`src/rtl/soc_timer.sv`:
```
// soc_timer: memory-mapped compare timer with an optional 16-bit prescaler.
// Optional feature macro: TIMER_PRESCALER_EN
//   defined   -> PRESCALE register and pre_cnt divider; tick every PRESCALE+1 cycles
//   undefined -> no prescaler storage; tick every enabled cycle, PRESCALE reads 0
// Register map by addr_i[4:2]: 0 CTRL, 1 PRESCALE, 2 COMPARE, 3 COUNT, 4 STATUS.
// DATA_BUS_WIDTH must be at least 32; registers occupy the low 32 bits.
module soc_timer #(
  parameter int unsigned ADDR_BUS_WIDTH = 32,
  parameter int unsigned DATA_BUS_WIDTH = 32
) (
  input  logic                      clk,
  input  logic                      rst,
  input  logic [ADDR_BUS_WIDTH-1:0] addr_i,
  input  logic [DATA_BUS_WIDTH-1:0] data_i,
  output logic [DATA_BUS_WIDTH-1:0] data_o,
  input  logic                      we_i,
  input  logic                      rd_i,
  output logic                      irq_o
);

  localparam int unsigned REG_W = 32;
  localparam int unsigned PRE_W = 16;
  localparam logic [DATA_BUS_WIDTH-1:0] ZERO_WORD = '0;

  localparam logic [2:0] OFF_CTRL     = 3'd0;
  localparam logic [2:0] OFF_PRESCALE = 3'd1;
  localparam logic [2:0] OFF_COMPARE  = 3'd2;
  localparam logic [2:0] OFF_COUNT    = 3'd3;
  localparam logic [2:0] OFF_STATUS   = 3'd4;

  localparam logic [REG_W-1:0] COMPARE_RST = 32'hFFFF_FFFF;

  logic [2:0]       off;
  logic             ctrl_en;
  logic             ctrl_periodic;
  logic             ctrl_ie;
  logic             status_match;
  logic [REG_W-1:0] compare_q;
  logic [REG_W-1:0] count_q;
  logic [REG_W-1:0] wdata;
  logic [PRE_W-1:0] prescale_rd;
  logic             wr_ctrl;
  logic             wr_compare;
  logic             wr_count;
  logic             wr_status;
  logic             tick;
  logic             hit;
  logic [REG_W-1:0] rdata;
  logic             unused_addr;

  assign off         = addr_i[4:2];
  assign wdata       = data_i[REG_W-1:0];
  assign unused_addr = ^{addr_i[ADDR_BUS_WIDTH-1:5], addr_i[1:0]};

  // Write-strobe decode; offsets 5-7 decode to nothing
  always_comb begin
    wr_ctrl    = 1'b0;
    wr_compare = 1'b0;
    wr_count   = 1'b0;
    wr_status  = 1'b0;
    if (we_i) begin
      case (off)
        OFF_CTRL:    wr_ctrl    = 1'b1;
        OFF_COMPARE: wr_compare = 1'b1;
        OFF_COUNT:   wr_count   = 1'b1;
        OFF_STATUS:  wr_status  = 1'b1;
        default:     ;
      endcase
    end
  end

`ifdef TIMER_PRESCALER_EN
  logic [PRE_W-1:0] prescale_q;
  logic [PRE_W-1:0] pre_cnt;
  logic             wr_pre;

  assign wr_pre      = we_i && (off == OFF_PRESCALE);
  assign prescale_rd = prescale_q;

  // Tick when the divider reaches the programmed terminal value
  always_comb begin
    tick = ctrl_en && (pre_cnt == prescale_q);
  end

  // PRESCALE register
  always_ff @(posedge clk or posedge rst) begin
    if (rst) begin
      prescale_q <= '0;
    end else if (wr_pre) begin
      prescale_q <= wdata[PRE_W-1:0];
    end
  end

  // Divider: restarts on CTRL/PRESCALE writes, parked at 0 while disabled
  always_ff @(posedge clk or posedge rst) begin
    if (rst) begin
      pre_cnt <= '0;
    end else if (wr_pre || wr_ctrl || !ctrl_en || tick) begin
      pre_cnt <= '0;
    end else begin
      pre_cnt <= pre_cnt + PRE_W'(1);
    end
  end
`else
  assign prescale_rd = '0;

  // No divider: every enabled cycle is a tick
  always_comb begin
    tick = ctrl_en;
  end
`endif

  // A bus write to COUNT pre-empts the compare in the same cycle
  always_comb begin
    hit = tick && !wr_count && (count_q == compare_q);
  end

  // CTRL: bus write wins over the one-shot auto-disable
  always_ff @(posedge clk or posedge rst) begin
    if (rst) begin
      ctrl_en       <= 1'b0;
      ctrl_periodic <= 1'b0;
      ctrl_ie       <= 1'b0;
    end else if (wr_ctrl) begin
      ctrl_en       <= wdata[0];
      ctrl_periodic <= wdata[1];
      ctrl_ie       <= wdata[2];
    end else if (hit && !ctrl_periodic) begin
      ctrl_en <= 1'b0;
    end
  end

  // COMPARE register
  always_ff @(posedge clk or posedge rst) begin
    if (rst) begin
      compare_q <= COMPARE_RST;
    end else if (wr_compare) begin
      compare_q <= wdata;
    end
  end

  // COUNT: bus write, else advance/restart/hold on tick
  always_ff @(posedge clk or posedge rst) begin
    if (rst) begin
      count_q <= '0;
    end else if (wr_count) begin
      count_q <= wdata;
    end else if (tick) begin
      if (count_q == compare_q) begin
        if (ctrl_periodic) begin
          count_q <= '0;
        end
      end else begin
        count_q <= count_q + REG_W'(1);
      end
    end
  end

  // STATUS.match: set has priority over write-one-to-clear
  always_ff @(posedge clk or posedge rst) begin
    if (rst) begin
      status_match <= 1'b0;
    end else if (hit) begin
      status_match <= 1'b1;
    end else if (wr_status && wdata[0]) begin
      status_match <= 1'b0;
    end
  end

  // Read mux: side-effect free, zero when not reading or unmapped
  always_comb begin
    rdata = '0;
    case (off)
      OFF_CTRL:     rdata = {29'd0, ctrl_ie, ctrl_periodic, ctrl_en};
      OFF_PRESCALE: rdata = {16'd0, prescale_rd};
      OFF_COMPARE:  rdata = compare_q;
      OFF_COUNT:    rdata = count_q;
      OFF_STATUS:   rdata = {31'd0, status_match};
      default:      rdata = '0;
    endcase
  end

  // Bus read data
  always_comb begin
    data_o = ZERO_WORD;
    if (rd_i) begin
      data_o = DATA_BUS_WIDTH'(rdata);
    end
  end

  // Level interrupt
  always_comb begin
    irq_o = status_match && ctrl_ie;
  end

endmodule

```
`config.mk`:
```
export PLATFORM = sky130hd
export DESIGN_NAME = soc_timer
export DESIGN_NICKNAME = d
export VERILOG_FILES = /design/src/rtl/soc_timer.sv
export SDC_FILE = /design/constraint.sdc
export NUM_CORES = 1
export LEC_CHECK = 0
export BUFFER_PORTS_ARGS = -buffer_cell sky130_fd_sc_hd__buf_2
export CORE_MARGIN = 10
export CORE_UTILIZATION = 35
export CTS_BUF_LIST = sky130_fd_sc_hd__clkbuf_4 sky130_fd_sc_hd__clkbuf_8
export DETAILED_ROUTE_END_ITERATION = 7
export GPL_ROUTABILITY_DRIVEN = 0
export SETUP_SLACK_MARGIN = 0.5
export SLEW_MARGIN = 5
export SYNTH_ARGS = -nofsm -noshare
export SYNTH_HDL_FRONTEND = slang
export SYNTH_SLANG_ARGS = --single-unit
```
`constraint.sdc`:
```
create_clock -name clk -period 2.08 [get_ports clk]
set_input_delay 0.208 -clock clk [delete_from_list [all_inputs] [get_ports clk]]
set_output_delay 0.208 -clock clk [all_outputs]
set_load 0.01 [all_outputs]
```
Word level (Yosys, flattened, before mapping). Index checks and enable logic that the tools add are counted.

Add/sub/neg operators: 1. $mul: 0. Div/mod/pow operators: 0. $lt $le $gt $ge: 0. Equality and inequality tests: 5. Shift-type cells: 0. Mux-type cells: 18. Bitwise logic cells: 0. Reductions and logical operators: 12.

Operators with widths (number): 32-bit 2-to-1 mux (5); 32-bit one-hot mux with 4 select lines (1); 32-bit by 1-bit adder with 32-bit output (second input constant) (1); 32-bit == test (1); 1-bit 2-to-1 mux (12); 3-bit by 2-bit == test with 1-bit output (second input constant) (2); 2-bit nonzero test (3); 1-bit logical AND (5); 3-bit == test (second input constant) (1); 3-bit logical NOT (1); 3-bit != test (second input constant) (1); 1-bit logical NOT (2); 2-bit AND reduction (1).

Register bits: 68. Bits in latches: 0. Memory bits (writable): 0. Bits in read-only memories: 0. Input bits: 68. Output and inout bits: 33. Logic and storage cells: 42. Memories kept: 0.

Logic depth before layout (Yosys ltp). Gate-level depths: netlist of the first run.

Depth after elaboration: 9. Gate-level depth with buffers: 9. Depth with buffers taken out: 7.

Worst setup path before layout of the first run. OpenSTA, ideal clock, no wires.

Path kind: register to register. Start point: register count_q[29]. End point: register count_q[11]. Setup time: 0.126 ns. Arrival: 1.838 ns. Data required time: 1.954 ns. Setup slack: 0.116 ns. Stages on the path, launching flop included: 10. Path buffers: 3. Clock period less this slack: 1.964 ns. Cells stage by stage: dfrtp_1 > clkbuf_1 > xor2_1 > nor4_1 > and4_1 > buf_4 > nand2_1 > buf_4 > a221oi_1 > nor2_1.

Word-level cells in the longest chain between the ends: 4. Elaborated cells on any way between the ends: 6. Classes of those cells: eq/ne (2); mux (3); reduce/logical (1).

RTL lines: start, declared (line 39) `logic [REG_W-1:0] count_q;`; start signal, assigned (line 147) `count_q <= wdata;`; start signal, assigned (line 154) `count_q <= count_q + REG_W'(1);`; 32-bit == test (*) (line 149) `if (count_q == compare_q) begin`; 32-bit 2-to-1 mux (line 149); 32-bit 2-to-1 mux (line 148) `end else if (tick) begin`; 32-bit 2-to-1 mux (line 146) `end else if (wr_count) begin`.

Mark *: on every way between the ends. The rest lies on a longest branch, timed or not. The select of a mux whose other input is x is not followed. A chain may end at the register's enable or synchronous reset.

Worst setup path in the final report of the first run.
Start point: register compare_q[13]. End point: register count_q[17].

Word-level cells in the longest chain between the ends: 4. Elaborated cells on any way between the ends: 6. Classes of those cells: eq/ne (2); mux (3); reduce/logical (1).

RTL lines: start, declared (line 38) `logic [REG_W-1:0] compare_q;`; start signal, assigned (line 138) `compare_q <= wdata;`; 32-bit == test (*) (line 149); 32-bit 2-to-1 mux (line 149); 32-bit 2-to-1 mux (line 148); 32-bit 2-to-1 mux (line 146).

Marks and branches as above.

==> impl_metrics.json, run 1 <==
{
  "max_clock_freq_mhz": 434,
  "cp_max_fo": 4,
  "syn_nets": 571,
  "cts_tree": "yes",
  "ff_latch_area_um2": 1740,
  "min_to": "count_q[12]",
  "seq_area_frac_synth": 0.382,
  "grt_max_degree": 69,
  "crit_buf_inv": 2,
  "dr.pass1.iters": 5,
  "final_layout_size_suffix_gt1_frac": 0.527,
  "layoutNonFillerInstCount": 823,
  "multi_input_area_um2": 2910,
  "cp_data_required_time_ns": 2.36,
  "setup-tns-final_ns": -5.76,
  "critPathSlowestCell": "dfstp_2",
  "layout.nets": 715,
  "mostFrequentLayoutCells": "buf_4 (71), buf_2 (69), nor2_1 (65)",
  "root_buffer": "clkbuf_8",
  "clock_latency_ns": 0.36,
  "numCtsBuffers": 9,
  "via_count": 4573,
  "seqPwrFrac": 0.355,
  "power_frac_clock": 0.210,
  "syn_area_um2": 4560,
  "synth_async_sr_flop_share": 1.00,
  "timing.slew.headroom": 0.643,
  "io_pins": 101,
  "wl_per_cell_um": 19.7,
  "synth_seq_cells": 68,
  "ant_nets": 0,
  "cp_slowest_stage_delay_ns": 0.57,
  "clkTransAtPathRegs_ns": 0.09,
  "reg2reg_from": "compare_q[13]",
  "min_path_type": "input port to flop",
  "core_area_um2": 12700,
  "postSynthCellCount": 502,
  "cts_htree_levels": 3,
  "fillCellCount": 1151,
  "synth_top_cell_area_share": 0.197,
  "globalRouteOverflowTotal": 0,
  "peakVddDrop_mv": 0.410,
  "power_density_nw_per_um2": 837,
  "switchingPower_uw": 2050,
  "critical_path.top_delay_family": "simple AND/OR/NAND/NOR gates",
  "fin_util": 0.524,
  "fp.dieH_um": 134,
  "areaGrowthSynthToFinish_pct": 45.6,
  "initial_core_util": 0.360,
  "reg2reg_depth": 8,
  "antenna_found_initial": 1,
  "clock-sinks": 68,
  "crit_chain": "xor2_1 > nor4_2 > nand4_1 > o31ai_4 > buf_6 > clkbuf_16 > a22oi_2 > o21ai_1",
  "hp-start": "data_i[12]",
  "combPwrFrac": 0.435,
  "yosysTopAreaCell": "dfrtp_1",
  "p_leak_uw": 0.00273,
  "portBuffers": 71,
  "period_minus_slack_ns": 2.30,
  "status": "finished with violations",
  "rsz0062_at_grt": "true",
  "drc": 0,
  "ys_warn_count": 0,
  "fin_skew_ns": 0.0158,
  "initialDrtViolationCount": 381,
  "regToRegSetupSlack_ns": -0.22,
  "syn_area_per_cell_um2": 9.09,
  "swShare": 0.368,
  "hold_viol": 0,
  "synth_edf_count": 0,
  "ys.flop_type": "dfrtp_1",
  "maxCapViolCount": 0,
  "viasPerCell": 5.56,
  "first_global_vias": 4628,
  "layout_setup_ws_ns": -0.222,
  "fp.dieArea_um2": 18000,
  "worstSetupPathType": "flop to flop",
  "drv_slew": 0,
  "synth_cell_types": 50,
  "grt_pass1_wl_um": 25200,
  "hold_path_depth": 3,
  "die_w_um": 134,
  "period_share": 1.11,
  "r2r_end": "count_q[17]",
  "clk_path_buf_depth": 2,
  "setup_viol": 34,
  "final_common_cell": "buf_4",
  "crit_path_start_kind": "flop",
  "routed_wirelength_um": 16200,
  "crit_arrival_ns": 2.58,
  "tightest_slew_ns": 0.535,
  "internal_power_uw": 3520,
  "grt_usage": 0.173,
  "finalPower_uw": 5560,
  "n_antenna_cell": 0,
  "rows": 41,
  "violations": "negative setup slack",
  "critPathCaptureType": "flop",
  "netlist_top_cells_area": "dfrtp_1 (20%), dfstp_2 (18%), a22oi_1 (9.5%)",
  "dp.cells": 784,
  "dp_hpwl_um": 11100
}
per-stage QoR:
step / hold slack [ns] / setup slack, ns / instance area [µm²]
floorplan: 0.325 / 0.237 / 4690
global placement: 0.339 / -0.307 / 5710
detailed placement: 0.345 / -0.353 / 5710
CTS: 0.0722 / -0.103 / 6260
global route: 0.100 / -0.344 / 6640
finish: 0.0701 / -0.222 / 6640
how the worst max path moves through the flow:
stage | startpoint | endpoint | slack, ns | depth (start not counted)
3_3_place_gp | compare_q[25] | count_q[26] | -0.31 | 8
3_5_place_dp | compare_q[27] | count_q[13] | -0.35 | 7
4_1_cts | compare_q[18] | count_q[26] | -0.10 | 10
6_report | compare_q[13] | count_q[17] | -0.22 | 8
5_1_grt | compare_q[18] | count_q[27] | -0.34 | 10
2_1_floorplan | count_q[8] | count_q[11] | 0.24 | 9
repair_timing:
action / in CTS / in global routing
hold buffers: 1 / 0
gates resized for setup: 43 / 56
setup buffers: 11 / 7
endpoints found under the hold margin: 36 / 0
gates cloned: 1 / 3
setup endpoints to repair: 66 / 65
pin swaps: 11 / 27
Yosys cell counts (5+ instances only):
library cell   n
xor2_1        32
a221oi_1       5
a21oi_1        7
clkbuf_1      21
buf_2         21
nand2_1       22
inv_1         17
nand4_1       13
nor4_1        13
mux2_2        38
dfstp_2       32
dfrtp_1       36
nor3_1         5
nand3_1       18
o21ai_0       12
nor2_1        66
o21ai_1       21
a22oi_1       58
and4_1         5
power groups by stage:
stage | combinational [µW] | clock, µW | sequential, µW
4_1_cts | 2210 | 1180 | 1960
3_5_place_dp | 1980 | 0 | 1970
3_3_place_gp | 1950 | 0 | 1950
5_1_grt | 2600 | 1240 | 2010
6_report | 2420 | 1170 | 1980
2_1_floorplan | 1110 | 0 | 1980
state kept, by name, indices dropped and copies added, names as in the netlist:
signal,flops
compare_q,32
ctrl_en,1
status_match,1
ctrl_periodic,1
count_q,32
ctrl_ie,1
final cells by class:
type | instances | area share
clock buffer | 12 | 0.0239
clock inverter | 4 | 0.00716
inverter | 17 | 0.0102
multi-input combinational | 369 | 0.438
sequential | 68 | 0.262
tap | 172 | 0.0324
timing repair buffer | 181 | 0.226
worst register-to-register path, cell delays in order, from the launching register on:
cell and delay, ns:
dfstp_2 0.57, xor2_1 0.10, nor4_2 0.42, nand4_1 0.27, o31ai_4 0.32, buf_6 0.18
clkbuf_16 0.15, a22oi_2 0.07, o21ai_1 0.14
routing by layer:
metal  global-route usage  up-vias  routed length [µm]
li1                     -     2124                   -
met1                0.217     2248                6760
met2                0.284      169                7820
met3               0.0366       32                1150
met4               0.0623        0                 469
met5                    0        -                   0
cells by family (layout without fill, tap and decap cells):
family,count (synthesis),after routing,synth area share
AOI/OAI and AO/OA,128,128,0.199
xor gates and xnor gates,32,32,0.0614
adders and majority gates,1,1,0.00274
buffers and inverters,65,214,0.0628
DFF,68,68,0.382
muxes,43,43,0.105
and+or+nand+nor,165,165,0.188
Note: power is estimated with default switching activity, not from simulation.
==> inputs of run 2 (changes only) <==
--- a/config.mk
+++ b/config.mk
@@ -5,12 +5,14 @@
 export SDC_FILE = /design/constraint.sdc
 export NUM_CORES = 1
 export LEC_CHECK = 0
+export ABC_AREA = 1
 export BUFFER_PORTS_ARGS = -buffer_cell sky130_fd_sc_hd__buf_2
 export CORE_MARGIN = 10
 export CORE_UTILIZATION = 35
 export CTS_BUF_LIST = sky130_fd_sc_hd__clkbuf_4 sky130_fd_sc_hd__clkbuf_8
 export DETAILED_ROUTE_END_ITERATION = 7
 export GPL_ROUTABILITY_DRIVEN = 0
+export HOLD_SLACK_MARGIN = 0.02
 export SETUP_SLACK_MARGIN = 0.5
 export SLEW_MARGIN = 5
 export SYNTH_ARGS = -nofsm -noshare
==> impl_metrics.json, run 2 <==
{
  "areaGrowthSynthToFinish_pct": 24.6,
  "synth_common_cells": "nand2_1 (301), nor2_1 (85), inv_1 (50), nand3_1 (46), dfrtp_1 (36)",
  "cp_common_cell": "nand2_1",
  "postSynthCellCount": 745,
  "dr.pass1.iters": 5,
  "portBuffers": 71,
  "netlist_top_cells_area": "nand2_1 (22%), dfrtp_1 (17%), dfstp_2 (16%)",
  "min_path_type": "input port to flop",
  "seq_area_frac_synth": 0.335,
  "antenna_found_initial": 0,
  "maxCapViolCount": 0,
  "swShare": 0.385,
  "clock_latency_ns": 0.37,
  "routed_wirelength_um": 15900,
  "cts_tree": "yes",
  "initialDrtViolationCount": 429,
  "reg2reg_depth": 10,
  "critPathSlowestCell": "dfstp_2",
  "n_antenna_cell": 0,
  "cp_slowest_stage_delay_ns": 0.57,
  "cp-startpoint": "compare_q[23]",
  "crit_buf_inv": 1,
  "yosysTopAreaCell": "nand2_1",
  "period_minus_slack_ns": 1.83,
  "period_share": 0.880,
  "clock-sinks": 68,
  "drc": 0,
  "numCtsBuffers": 9,
  "grt_max_degree": 69,
  "core_area_um2": 14500,
  "status": "completed",
  "fillCellCount": 1501,
  "synth_cell_types": 33,
  "crit_chain": "xnor2_2 > nand2_1 > nor2_1 > nand2_1 > nor2_2 > nand3_2 > nand2_8 > inv_16 > nand2_1 > nand2_1",
  "finalPower_uw": 6470,
  "seqPwrFrac": 0.356,
  "hold_viol": 0,
  "synth_seq_cells": 68,
  "hp-start": "data_i[2]",
  "cp_num_cells": 10,
  "layout.nets": 894,
  "drv_slew": 0,
  "dp_hpwl_um": 10900,
  "ant_nets": 0,
  "clk_path_buf_depth": 2,
  "rsz0062_at_grt": "true",
  "peakVddDrop_mv": 0.319,
  "synth_async_sr_flop_share": 1.00,
  "mostFrequentLayoutCells": "nand2_1 (297), nor2_1 (80), buf_2 (71)",
  "power_frac_clock": 0.219,
  "fp.dieArea_um2": 20100,
  "rows": 44,
  "cp_data_required_time_ns": 2.35,
  "clkTransAtPathRegs_ns": 0.08,
  "setup_viol": 0,
  "crit_arrival_ns": 2.10,
  "ys_warn_count": 0,
  "fp.dieH_um": 142,
  "synth_top_cell_area_share": 0.218,
  "die_w_um": 142,
  "tightest_slew_ns": 0.403,
  "critical_path.top_delay_family": "simple AND/OR/NAND/NOR gates",
  "setup-tns-final_ns": 0,
  "globalRouteOverflowTotal": 0,
  "initial_core_util": 0.357,
  "syn_nets": 814,
  "hold_path_depth": 3,
  "viasPerCell": 4.89,
  "synth_edf_count": 0,
  "wl_per_cell_um": 15.7,
  "dr_wl_met3_um": 853,
  "final_layout_size_suffix_gt1_frac": 0.322,
  "combPwrFrac": 0.426,
  "grt_usage": 0.157,
  "reg2reg_from": "compare_q[23]",
  "cts_htree_levels": 3,
  "syn_area_per_cell_um2": 6.97,
  "max_clock_freq_mhz": 546,
  "power_density_nw_per_um2": 1000,
  "p_leak_uw": 0.00313,
  "wl_met2_um": 7430,
  "via_count": 4963,
  "fin_skew_ns": 0.0112,
  "syn_area_um2": 5190,
  "biggestRegsByFlops": "compare_q: 32 flops, count_q: 32 flops",
  "cp_max_fo": 32,
  "root_buffer": "clkbuf_8",
  "timing.slew.headroom": 0.731,
  "met1_length_um": 7410,
  "first_global_vias": 5010,
  "grt_pass1_wl_um": 25600,
  "switchingPower_uw": 2490,
  "highest_layer": "met4",
  "internal_power_uw": 3980,
  "yosysMostFrequentCell": "nand2_1",
  "crit_path_start_kind": "flop",
  "worstSetupPathType": "flop to flop",
  "final_common_cell": "nand2_1",
  "critPathCaptureType": "flop",
  "io_pins": 101,
  "ys.flop_type": "dfrtp_1"
}
## run 2: cells by family (layout without fill, tap and decap cells)
| group | Yosys count | after routing | share of synthesized area |
|---|---|---|---|
| and+or+nand+nor | 459 | 459 | 0.365 |
| buffers and inverters | 103 | 188 | 0.0952 |
| DFF | 68 | 68 | 0.335 |
| xor gates and xnor gates | 45 | 45 | 0.0889 |
| AOI/OAI and AO/OA | 44 | 44 | 0.0588 |
| muxes | 25 | 25 | 0.0542 |
| adders and majority gates | 1 | 1 | 0.00241 |
## run 2: layer usage
| layer | vias to the layer above | global-route usage |
|---|---|---|
| met5 | - | 0 |
| li1 | 2491 | - |
| met2 | 125 | 0.252 |
| met4 | 0 | 0.0446 |
| met1 | 2326 | 0.204 |
| met3 | 21 | 0.0370 |
## run 2: per-stage QoR
stage | utilization | area (µm²) | cells | hold slack (ns) | setup slack (ns)
finish | 0.445 | 6470 | 1014 | 0.0766 | 0.249
global route | 0.445 | 6470 | 1014 | 0.0734 | 0.131
CTS | 0.432 | 6280 | 1011 | 0.0641 | 0.277
detailed placement | 0.395 | 5750 | 980 | 0.346 | 0.0996
global placement | 0.395 | 5750 | 980 | 0.343 | 0.168
floorplan | - | 5200 | 745 | 0.325 | 0.501
## run 2: final cells by class
cell class | count | area, µm² | area share
Timing Repair Buffer | 118 | 836 | 0.129
Inverter | 54 | 230 | 0.0356
Sequential cell | 68 | 1760 | 0.271
Clock inverter | 4 | 95.1 | 0.0147
Multi-Input combinational cell | 574 | 3160 | 0.489
Tap cell | 184 | 230 | 0.0356
Clock buffer | 12 | 159 | 0.0246
## run 2: worst reg2reg max path: cells and delay by family (launching register included)
kind / cells / cell delay (ns)
flip-flops: 1 / 0.57
XOR/XNOR: 1 / 0.15
buffers and inverters: 1 / 0.09
AND/OR/NAND/NOR: 8 / 0.92
## run 2: repair_timing
item / CTS / global route
endpoints found under the setup margin: 64 / 60
hold endpoints to repair: 36 / 0
buffers inserted: 14 / 2
cloned: 0 / 1
resized for setup: 35 / 43
pin swaps: 9 / 12
hold buffers: 1 / 0
## run 2: final timing paths
path	endpoint	slack, ns
worst max-delay path	count_q[0]	0.25
worst min-delay path	compare_q[2]	0.08
worst max register to register	count_q[0]	0.25
worst min register to register	compare_q[9]	0.49
max in group asynchronous	compare_q[18]	1.26
min in group asynchronous	count_q[6]	0.48
## run 2: power by group through the flow
stage / clock network, µW / logic, µW / registers, µW
after global routing: 1490 / 3070 / 2370
final: 1410 / 2750 / 2300
after detailed placement: 0 / 2390 / 2270
after floorplan: 0 / 1990 / 2050
after CTS: 1440 / 2640 / 2260
after global placement: 0 / 2380 / 2260
